### src/rtl/rgb_pwm_periph.sv
// Memory-mapped RGB/LED peripheral: three 8-bit PWM channels with period-aligned
// shadow duties, a plain LED bit, and a free-running millisecond counter.
module rgb_pwm_periph #(
   parameter int unsigned CLK_HZ = 12_000_000,
   parameter int unsigned MS_DIV = CLK_HZ / 1000
) (
   input  logic        clk,
   input  logic        reset,
   input  logic        sel,
   input  logic        wren,
   input  logic [7:0]  addr,
   input  logic [31:0] wdata,
   output logic [31:0] rdata,
   output logic        red,
   output logic        green,
   output logic        blue,
   output logic        led
);

   typedef enum logic [5:0] {
      REG_DUTY_R   = 6'd0,
      REG_DUTY_G   = 6'd1,
      REG_DUTY_B   = 6'd2,
      REG_CTRL     = 6'd3,
      REG_PRESCALE = 6'd4,
      REG_MILLIS   = 6'd5
   } reg_idx_e;

   localparam int unsigned    MSW     = $clog2(MS_DIV);
   localparam logic [MSW-1:0] MS_LAST = MSW'(MS_DIV - 1);
   localparam logic [MSW-1:0] MS_ONE  = MSW'(1);

   logic [7:0]     duty_r_q, duty_r_d, duty_g_q, duty_g_d, duty_b_q, duty_b_d;
   logic [7:0]     shadow_r_q, shadow_r_d, shadow_g_q, shadow_g_d, shadow_b_q, shadow_b_d;
   logic [1:0]     ctrl_q, ctrl_d;
   logic [15:0]    prescale_q, prescale_d, pre_cnt_q, pre_cnt_d;
   logic [7:0]     pwm_cnt_q, pwm_cnt_d;
   logic [MSW-1:0] ms_cnt_q, ms_cnt_d;
   logic [31:0]    millis_q, millis_d, rdata_q, rdata_d, rd_val;
   logic           red_q, red_d, green_q, green_d, blue_q, blue_d, led_q, led_d;
   logic           tick;

   reg_idx_e idx;
   logic     unused_addr;
   assign idx         = reg_idx_e'(addr[7:2]);
   assign unused_addr = ^addr[1:0];

   always_comb begin
      duty_r_d   = duty_r_q;
      duty_g_d   = duty_g_q;
      duty_b_d   = duty_b_q;
      shadow_r_d = shadow_r_q;
      shadow_g_d = shadow_g_q;
      shadow_b_d = shadow_b_q;
      ctrl_d     = ctrl_q;
      prescale_d = prescale_q;
      pre_cnt_d  = pre_cnt_q;
      pwm_cnt_d  = pwm_cnt_q;
      ms_cnt_d   = ms_cnt_q;
      millis_d   = millis_q;
      rdata_d    = rdata_q;
      rd_val     = '0;
      tick       = (pre_cnt_q == prescale_q);

      case (idx)
         REG_DUTY_R:   rd_val = 32'(duty_r_q);
         REG_DUTY_G:   rd_val = 32'(duty_g_q);
         REG_DUTY_B:   rd_val = 32'(duty_b_q);
         REG_CTRL:     rd_val = 32'(ctrl_q);
         REG_PRESCALE: rd_val = 32'(prescale_q);
         REG_MILLIS:   rd_val = millis_q;
         default:      rd_val = '0;
      endcase
      if (sel) rdata_d = rd_val;

      // A PRESCALE shrunk below the running count restarts the prescaler without a tick.
      if (tick || (pre_cnt_q > prescale_q)) pre_cnt_d = '0;
      else                                   pre_cnt_d = pre_cnt_q + 16'd1;

      if (tick) begin
         pwm_cnt_d = pwm_cnt_q + 8'd1;
         if (pwm_cnt_q == 8'hFF) begin
            shadow_r_d = duty_r_q;
            shadow_g_d = duty_g_q;
            shadow_b_d = duty_b_q;
         end
      end

      red_d   = ctrl_q[0] & (pwm_cnt_q < shadow_r_q);
      green_d = ctrl_q[0] & (pwm_cnt_q < shadow_g_q);
      blue_d  = ctrl_q[0] & (pwm_cnt_q < shadow_b_q);
      led_d   = ctrl_q[1];

      if (ms_cnt_q == MS_LAST) begin
         ms_cnt_d = '0;
         millis_d = millis_q + 32'd1;
      end else begin
         ms_cnt_d = ms_cnt_q + MS_ONE;
      end

      if (sel && wren) begin
         case (idx)
            REG_DUTY_R:   duty_r_d   = wdata[7:0];
            REG_DUTY_G:   duty_g_d   = wdata[7:0];
            REG_DUTY_B:   duty_b_d   = wdata[7:0];
            REG_CTRL:     ctrl_d     = wdata[1:0];
            REG_PRESCALE: prescale_d = wdata[15:0];
            REG_MILLIS:   millis_d   = wdata;
            default:      ;
         endcase
      end
   end

   always_ff @(posedge clk) begin
      if (reset) begin
         duty_r_q   <= '0;
         duty_g_q   <= '0;
         duty_b_q   <= '0;
         shadow_r_q <= '0;
         shadow_g_q <= '0;
         shadow_b_q <= '0;
         ctrl_q     <= '0;
         prescale_q <= '0;
         pre_cnt_q  <= '0;
         pwm_cnt_q  <= '0;
         ms_cnt_q   <= '0;
         millis_q   <= '0;
         rdata_q    <= '0;
         red_q      <= 1'b0;
         green_q    <= 1'b0;
         blue_q     <= 1'b0;
         led_q      <= 1'b0;
      end else begin
         duty_r_q   <= duty_r_d;
         duty_g_q   <= duty_g_d;
         duty_b_q   <= duty_b_d;
         shadow_r_q <= shadow_r_d;
         shadow_g_q <= shadow_g_d;
         shadow_b_q <= shadow_b_d;
         ctrl_q     <= ctrl_d;
         prescale_q <= prescale_d;
         pre_cnt_q  <= pre_cnt_d;
         pwm_cnt_q  <= pwm_cnt_d;
         ms_cnt_q   <= ms_cnt_d;
         millis_q   <= millis_d;
         rdata_q    <= rdata_d;
         red_q      <= red_d;
         green_q    <= green_d;
         blue_q     <= blue_d;
         led_q      <= led_d;
      end
   end

   assign rdata = rdata_q;
   assign red   = red_q;
   assign green = green_q;
   assign blue  = blue_q;
   assign led   = led_q;

endmodule

### config.mk
export PLATFORM = sky130hd
export DESIGN_NAME = rgb_pwm_periph
export DESIGN_NICKNAME = d
export VERILOG_FILES = /design/src/rtl/rgb_pwm_periph.sv
export SDC_FILE = /design/constraint.sdc
export NUM_CORES = 1
export LEC_CHECK = 0
export CORE_UTILIZATION = 52
export DETAILED_ROUTE_END_ITERATION = 8
export PLACE_DENSITY_LB_ADDON = 0.12
export SYNTH_ARGS = -nofsm -noshare
export SYNTH_HDL_FRONTEND = slang
export SYNTH_SLANG_ARGS = --single-unit
### constraint.sdc
create_clock -name clk -period 2.4 [get_ports clk]
set_clock_uncertainty 0.2 [all_clocks]
set_input_delay 0.24 -clock clk [delete_from_list [all_inputs] [get_ports clk]]
set_output_delay 0.24 -clock clk [all_outputs]
set_load 0.05 [all_outputs]
==> metrics.yaml, run 1 <==
yosys:
  synth_top_area_cell: "sky130_fd_sc_hd__dfxtp_1"
  syn-instance-count: 962
  average_footprint_of_a_synthesized_cell_um2: 8.73
  asyncSetResetFlopFracSynth: 0
  ranking_of_synthesized_cells_by_area: "sky130_fd_sc_hd__dfxtp_1, sky130_fd_sc_hd__mux2i_1, sky130_fd_sc_hd__nor2_1"
  post_synth_edffs: 0
  synth_largest_type_area_fraction: 0.410
  synth-seq-area-share: 0.410
  nets_in_the_synthesized_netlist: 1047
  netlist-cell-type-count: 57
  synth-seq-cells: 172
  synth.yosys.warnings: 0
  synth-main-ff-cell: "sky130_fd_sc_hd__dfxtp_1"
  synth.cell_area_um2: 8390
sta:
  fin_crit_ns: 2.42
  holdWs_ns: 0.143
  finalHoldViolCount: 0
  minimum_setup_slack_in_the_final_design_ns: -0.0190
  setup_viol: 6
  rsz0062_at_grt: "true"
  max_slew.worst_pin.slew_ns: 0.514
  max_freq_ghz: 0.413
  final.period_utilization: 1.01
  slew-limit-headroom: 0.656
  drv_slew: 0
critical_path:
  reg2reg_depth: 6
  crit_arrival_ns: 2.55
  critical_path.reg2reg.endpoint: "millis_q[30]$_SDFF_PP0_"
  category_of_the_worst_setup_path_launch_point: "register"
  cp.required_ns: 2.53
  crit_fanout: 10
  worst_r2r_startpoint: "ms_cnt_q[12]$_SDFF_PP0_"
  timing.setup.critical_path_class: "reg -> reg"
  endpoint_kind: "register"
  flop2flop_setup_slack_ns: -0.02
global_route:
  largest_net_degree_at_the_start_of_global_routing: 108
  grt_overflow_total: 0
  grt_first_pass_wirelength_um: 33400
  first_global_vias: 6599
  track_usage: 0.258
  initial_antenna_violation_count: 0
clock_tree:
  h_tree_depth: 4
  clkLatencyLatePin_ns: 0.42
  ctsHoldBuffers: 0
  clock_sink_count: 172
  cts.path.max_buffers: 2
  clk_root_buffer_cell: "sky130_fd_sc_hd__clkbuf_16"
  tritoncts: "yes"
  cts_made_buffers: 17
  clkSlewWorstSetupHoldPaths_ns: 0.07
pwr:
  ir_drop_v: 0.000512
  power.density_nw_per_um2: 594
  p_total_mw: 6.28
  leakagePower_nw: 4.05
layout:
  finalNetCount: 1170
  area_growth_syn_to_layout_pct: 25.8
  final_layout_size_suffix_gt1_frac: 0.123
  post-route-util: 0.667
  antenna_cells: 0
die:
  die_y_um: 129
  row_count: 46
  design.die.area_um2: 16700
  chip_width_um: 129
  floorplan.io_pins: 80
  core_region_area_um2: 15800
  floorplan.initialDensity: 0.530
place:
  dp_worst_setup_slack_ns: -0.0854
  total_of_buffers_placed_on_input_and_output_ports: 77
  place_congestion: 0.817
  dp_hpwl_um: 14700
detailed_routing:
  ant_nets: 0
  route.met3.wl_um: 1040
  routed_via_density: 5.59
  route.met2.wl_um: 10100
  detail_route.wl_per_cell_um: 16.3
  drt_pass1_iterations: 7
  post-route-drc-count: 0
  met1_length_um: 9900
  finalWirelength_um: 21400
  number_of_vias_after_detailed_routing: 7343
  drt-initial-drc-count: 437
  highest_layer: "met4"
hold_path:
  timing.hold.worst_endpoint: "rdata[13]$_SDFFE_PP0P_"
  whs_path_depth: 3
  holdCritPathClass: "in -> reg"
  min_from: "reset"
outcome:
  run_status: "complete, but fails checks"
  violated_checks: "negative setup slack"
job:
  drv_cap: 0
worst max path at each step:
stage / from / endpoint / depth (start not counted)
floorplan: ms_cnt_q[12]$_SDFF_PP0_ / millis_q[11]$_SDFF_PP0_ / 5
global placement: addr[7] / millis_q[31]$_SDFF_PP0_ / 7
detailed placement: addr[4] / duty_g_q[4]$_SDFFE_PP0P_ / 9
CTS: ms_cnt_q[12]$_SDFF_PP0_ / millis_q[30]$_SDFF_PP0_ / 6
global route: ms_cnt_q[12]$_SDFF_PP0_ / millis_q[29]$_SDFF_PP0_ / 6
finish: ms_cnt_q[12]$_SDFF_PP0_ / millis_q[30]$_SDFF_PP0_ / 6
where the power goes:
part	internal [mW]	leakage, nW	switching, mW	total [mW]
registers	2.87	1.39	0.0190	2.89
logic	0.141	2.34	0.170	0.311
clock network	1.93	0.320	1.15	3.08
total	4.94	4.05	1.34	6.28
logic make-up (layout without fill, tap and decap cells):
kind of cell / Yosys count / count (layout) / share of synthesized area
mux: 58 / 58 / 0.0721
buf+inv: 99 / 234 / 0.0492
xor+xnor: 54 / 54 / 0.0563
flops: 172 / 172 / 0.410
fa+ha+maj: 41 / 41 / 0.0611
compound gates: 154 / 154 / 0.128
simple gates: 384 / 384 / 0.223
flip-flops by register name, indices dropped and copies added (netlist names), 14 cells and up:
register    count
prescale_q     16
millis_q       32
ms_cnt_q       14
pre_cnt_q      16
rdata          32
placed cells by master, fill, tap and decap left out, types with 19 or more instances in the layout:
cell type                           n
sky130_fd_sc_hd__a211oi_1          30
sky130_fd_sc_hd__a21oi_1           43
sky130_fd_sc_hd__buf_4             69
sky130_fd_sc_hd__clkbuf_16         19
sky130_fd_sc_hd__clkdlybuf4s50_1   76
sky130_fd_sc_hd__dfxtp_1          168
sky130_fd_sc_hd__ha_1              41
sky130_fd_sc_hd__inv_1             50
sky130_fd_sc_hd__mux2i_1           55
sky130_fd_sc_hd__nand2_1           92
sky130_fd_sc_hd__nand3_1           41
sky130_fd_sc_hd__nand4_1           27
sky130_fd_sc_hd__nor2_1           139
sky130_fd_sc_hd__xnor2_1           26
sky130_fd_sc_hd__xor2_1            28
worst max-delay path, stage by stage (launching register included):
cell                       delay, ns
sky130_fd_sc_hd__dfxtp_2        0.32
sky130_fd_sc_hd__or4b_4         0.58
sky130_fd_sc_hd__nor4_4         0.20
sky130_fd_sc_hd__nand4_1        0.24
sky130_fd_sc_hd__buf_6          0.21
sky130_fd_sc_hd__or3_1          0.34
sky130_fd_sc_hd__a311oi_1       0.24
repair_timing:
| action | in CTS | in global routing |
|---|---|---|
| gates resized for setup | 2 | 10 |
| setup buffers | 4 | 4 |
| pin swaps | 4 | 15 |
| endpoints found under the setup margin | 8 | 54 |
| cloned | 0 | 2 |
layout make-up:
type	count	area [µm²]
well taps	216	270
clock buffers	21	470
inverters	51	191
multi-input cells	691	4580
flip-flops and latches	172	3450
repair buffers	152	1420
clock inverters	10	185
fillers	1342	5270
synthesized netlist by cell type, types with 7 or more instances:
| library cell | count |
|---|---|
| sky130_fd_sc_hd__a211oi_1 | 30 |
| sky130_fd_sc_hd__a21o_1 | 9 |
| sky130_fd_sc_hd__a21oi_1 | 43 |
| sky130_fd_sc_hd__a221oi_1 | 7 |
| sky130_fd_sc_hd__a22oi_1 | 10 |
| sky130_fd_sc_hd__a2bb2oi_1 | 14 |
| sky130_fd_sc_hd__a311oi_1 | 8 |
| sky130_fd_sc_hd__and3_1 | 11 |
| sky130_fd_sc_hd__clkbuf_1 | 40 |
| sky130_fd_sc_hd__dfxtp_1 | 172 |
| sky130_fd_sc_hd__ha_1 | 41 |
| sky130_fd_sc_hd__inv_1 | 50 |
| sky130_fd_sc_hd__mux2i_1 | 56 |
| sky130_fd_sc_hd__nand2_1 | 92 |
| sky130_fd_sc_hd__nand3_1 | 42 |
| sky130_fd_sc_hd__nand4_1 | 27 |
| sky130_fd_sc_hd__nor2_1 | 140 |
| sky130_fd_sc_hd__nor3_1 | 10 |
| sky130_fd_sc_hd__nor3b_1 | 7 |
| sky130_fd_sc_hd__nor4_1 | 7 |
| sky130_fd_sc_hd__o21ai_0 | 10 |
| sky130_fd_sc_hd__xnor2_1 | 26 |
| sky130_fd_sc_hd__xor2_1 | 28 |
metrics by stage:
| step | TNS, ns | instance area, µm² | instances |
|---|---|---|---|
| finish | -0.0526 | 10600 | 1313 |
| CTS | -0.0491 | 10400 | 1307 |
| global placement | -0.955 | 9750 | 1272 |
| detailed placement | -1.50 | 9750 | 1272 |
| global route | -0.918 | 10600 | 1313 |
| floorplan | 0 | 8390 | 962 |
routing by layer:
layer | vias up | track usage
li1 | 3629 | -
met1 | 3510 | 0.348
met2 | 179 | 0.419
met3 | 25 | 0.0520
met4 | 0 | 0.0747
met5 | - | 0
Power figures use the tool's default switching activity.
==> inputs of run 2 (changes only) <==
--- a/config.mk
+++ b/config.mk
@@ -5,7 +5,8 @@
 export SDC_FILE = /design/constraint.sdc
 export NUM_CORES = 1
 export LEC_CHECK = 0
-export CORE_UTILIZATION = 52
+export CORE_ASPECT_RATIO = 1.25
+export CORE_UTILIZATION = 45
 export DETAILED_ROUTE_END_ITERATION = 8
 export PLACE_DENSITY_LB_ADDON = 0.12
 export SYNTH_ARGS = -nofsm -noshare
==> metrics.yaml, run 2 (synthesis gave the netlist of run 1 again) <==
global_route:
  grt_first_pass_wirelength_um: 35200  # +5.4%
  initial_antenna_violation_count: 0  # unchanged
  first_global_vias: 6991  # +5.9%
  largest_net_degree_at_the_start_of_global_routing: 62  # -43%
  grt_overflow_total: 0  # unchanged
  track_usage: 0.236  # -0.0221
pwr:
  p_total_mw: 6.03  # -3.9%
  ir_drop_v: 0.000460  # -10%
  power.density_nw_per_um2: 566  # -4.7%
  leakagePower_nw: 4.08  # +0.58%
detailed_routing:
  number_of_vias_after_detailed_routing: 7285  # -0.79%
  post-route-drc-count: 0  # unchanged
  routed_via_density: 5.44  # -2.6%
  ant_nets: 0  # unchanged
  finalWirelength_um: 21500  # +0.74%
  drt-initial-drc-count: 465  # +6.4%
  detail_route.wl_per_cell_um: 16.1  # -1.1%
  drt_pass1_iterations: 5  # -2
place:
  dp_hpwl_um: 15500  # +5.5%
  place_congestion: 0.854  # +4.4%
  total_of_buffers_placed_on_input_and_output_ports: 77  # unchanged
  placed_cells_incl_taps: 1300  # +2.2%
critical_path:
  critical_path.reg2reg.endpoint: "millis_q[28]$_SDFF_PP0_"
  crit_arrival_ns: 2.62  # +0.07 ns
  reg2reg_depth: 6  # unchanged
  worst_r2r_startpoint: "ms_cnt_q[8]$_SDFF_PP0_"
  cp.required_ns: 2.54  # about the same
  crit_path_end: "millis_q[28]$_SDFF_PP0_"
  endpoint_kind: "register"
  timing.setup.critical_path_class: "reg -> reg"
  flop2flop_setup_slack_ns: -0.08  # -0.06 ns
  crit_path_start: "ms_cnt_q[8]$_SDFF_PP0_"
  crit_fanout: 4  # -6
  category_of_the_worst_setup_path_launch_point: "register"
layout:
  fillers: 1711  # +27%
  layout.cells.most_common: "sky130_fd_sc_hd__dfxtp_1"
  mostFrequentLayoutCells: "sky130_fd_sc_hd__dfxtp_1, sky130_fd_sc_hd__nor2_1, sky130_fd_sc_hd__nand2_1, sky130_fd_sc_hd__buf_4, sky130_fd_sc_hd__clkdlybuf4s50_1"
  final_layout_size_suffix_gt1_frac: 0.133  # +0.0103
  fin_cells: 1338  # +1.9%
  area_growth_syn_to_layout_pct: 26.9
  finalNetCount: 1183  # +1.1%
  antenna_cells: 0  # unchanged
sta:
  max_slew.worst_pin.slew_ns: 0.549  # +0.0352 ns
  finalHoldViolCount: 0  # unchanged
  drv_slew: 0  # unchanged
  final.period_utilization: 1.03  # +0.0243
  max_freq_ghz: 0.404  # -2.4%
  setup_viol: 4  # -2
  fin_crit_ns: 2.48  # +0.0584 ns
  minimum_setup_slack_in_the_final_design_ns: -0.0774  # -0.0584 ns
  rsz0062_at_grt: "true"
  slew-limit-headroom: 0.633  # -0.0235
clock_tree:
  cts.path.max_buffers: 2  # unchanged
  tritoncts: "yes"
  cts_made_buffers: 17  # unchanged
  clock_sink_count: 172  # unchanged
  clk_root_buffer_cell: "sky130_fd_sc_hd__clkbuf_16"
  clkSlewWorstSetupHoldPaths_ns: 0.07  # about the same
  h_tree_depth: 4  # unchanged
  clkLatencyLatePin_ns: 0.43  # about the same
die:
  row_count: 55  # +20%
  core_region_area_um2: 18200  # +15%
  design.die.area_um2: 19200  # +15%
  floorplan.initialDensity: 0.462  # -0.0683
  die_y_um: 155  # +20%
  chip_width_um: 124  # -3.8%
  floorplan.io_pins: 80  # unchanged
job:
  drv_cap: 0  # unchanged
outcome:
  violated_checks: "negative setup slack"
  run_status: "complete, but fails checks"
hold_path:
  holdCritPathClass: "in -> reg"
  whs_path_depth: 3  # unchanged
## run 2: changes by cell type in the layout (fill, tap and decap cells not counted), sizes merged
cell / previous run / this run
clkbuf: 23 / 24
buf: 74 / 88
dlygate4sd3: 0 / 1
bufinv: 5 / 3
inv: 51 / 50
## run 2: report_power, final
| group | total [mW] | switching, mW | internal (mW) | leakage [nW] |
|---|---|---|---|---|
| logic | 0.323 | 0.173 | 0.150 | 2.40 |
| registers | 2.89 | 0.0190 | 2.87 | 1.39 |
| clock network | 2.82 | 1.11 | 1.71 | 0.290 |
| total | 6.03 | 1.30 | 4.73 | 4.08 |
## run 2: worst min path at each step
| stage | from | endpoint | slack (ns) |
|---|---|---|---|
| floorplan | wdata[10] | prescale_q[10]$_SDFFE_PP0P_ | 0.18 |
| global placement | rdata[19]$_SDFFE_PP0P_ | rdata[19]$_SDFFE_PP0P_ | 0.25 |
| detailed placement | rdata[30]$_SDFFE_PP0P_ | rdata[30]$_SDFFE_PP0P_ | 0.25 |
| CTS | wdata[18] | millis_q[18]$_SDFF_PP0_ | 0.21 |
| global route | wdata[18] | millis_q[18]$_SDFF_PP0_ | 0.22 |
| finish | wdata[16] | millis_q[16]$_SDFF_PP0_ | 0.22 |
## run 2: repair_timing
item,CTS,global route
hold buffers,1,0
hold endpoints to repair,18,0
setup buffers,4,2
endpoints found under the setup margin,10,54
pin swaps,5,18
resized for setup,5,12
## run 2: metal layers
layer  vias up  track usage  part of all wire
met1      3438        0.305              0.45
met2       151        0.396              0.49
met5         -            0                 0
met3        33       0.0395             0.037
li1       3663            -                 -
met4         0       0.0726             0.019
## run 2: final cells by class
class,instances,area (µm²),share of cell area
well taps,228,285,0.0268
clock buffers,24,482,0.0452
repair buffers,165,1530,0.144
multi-input cells,691,4600,0.432
flip-flops and latches,172,3450,0.324
clock inverters,7,113,0.0106
inverters,51,191,0.0180
## run 2: stage by stage
step                      cell area [µm²]   util  worst slack [ns]  hold slack [ns]  TNS, ns
after detailed placement             9920  0.546           -0.0799            0.254   -0.543
after floorplan                      8390      -          0.000229            0.176        0
final                               10700  0.586           -0.0774            0.219   -0.200
after CTS                           10600  0.582           -0.0541            0.209   -0.117
after global placement               9920  0.546           -0.0328            0.249  -0.0693
after global routing                10700  0.586            -0.148            0.216    -1.24
## run 2: worst max-delay path, cell delays in order (launching register included)
cell and delay, ns:
sky130_fd_sc_hd__dfxtp_2 0.32, sky130_fd_sc_hd__or4b_4 0.58, sky130_fd_sc_hd__nor4_4 0.21, sky130_fd_sc_hd__nand4_1 0.19
sky130_fd_sc_hd__buf_6 0.17, sky130_fd_sc_hd__or4_1 0.49, sky130_fd_sc_hd__a311oi_1 0.25
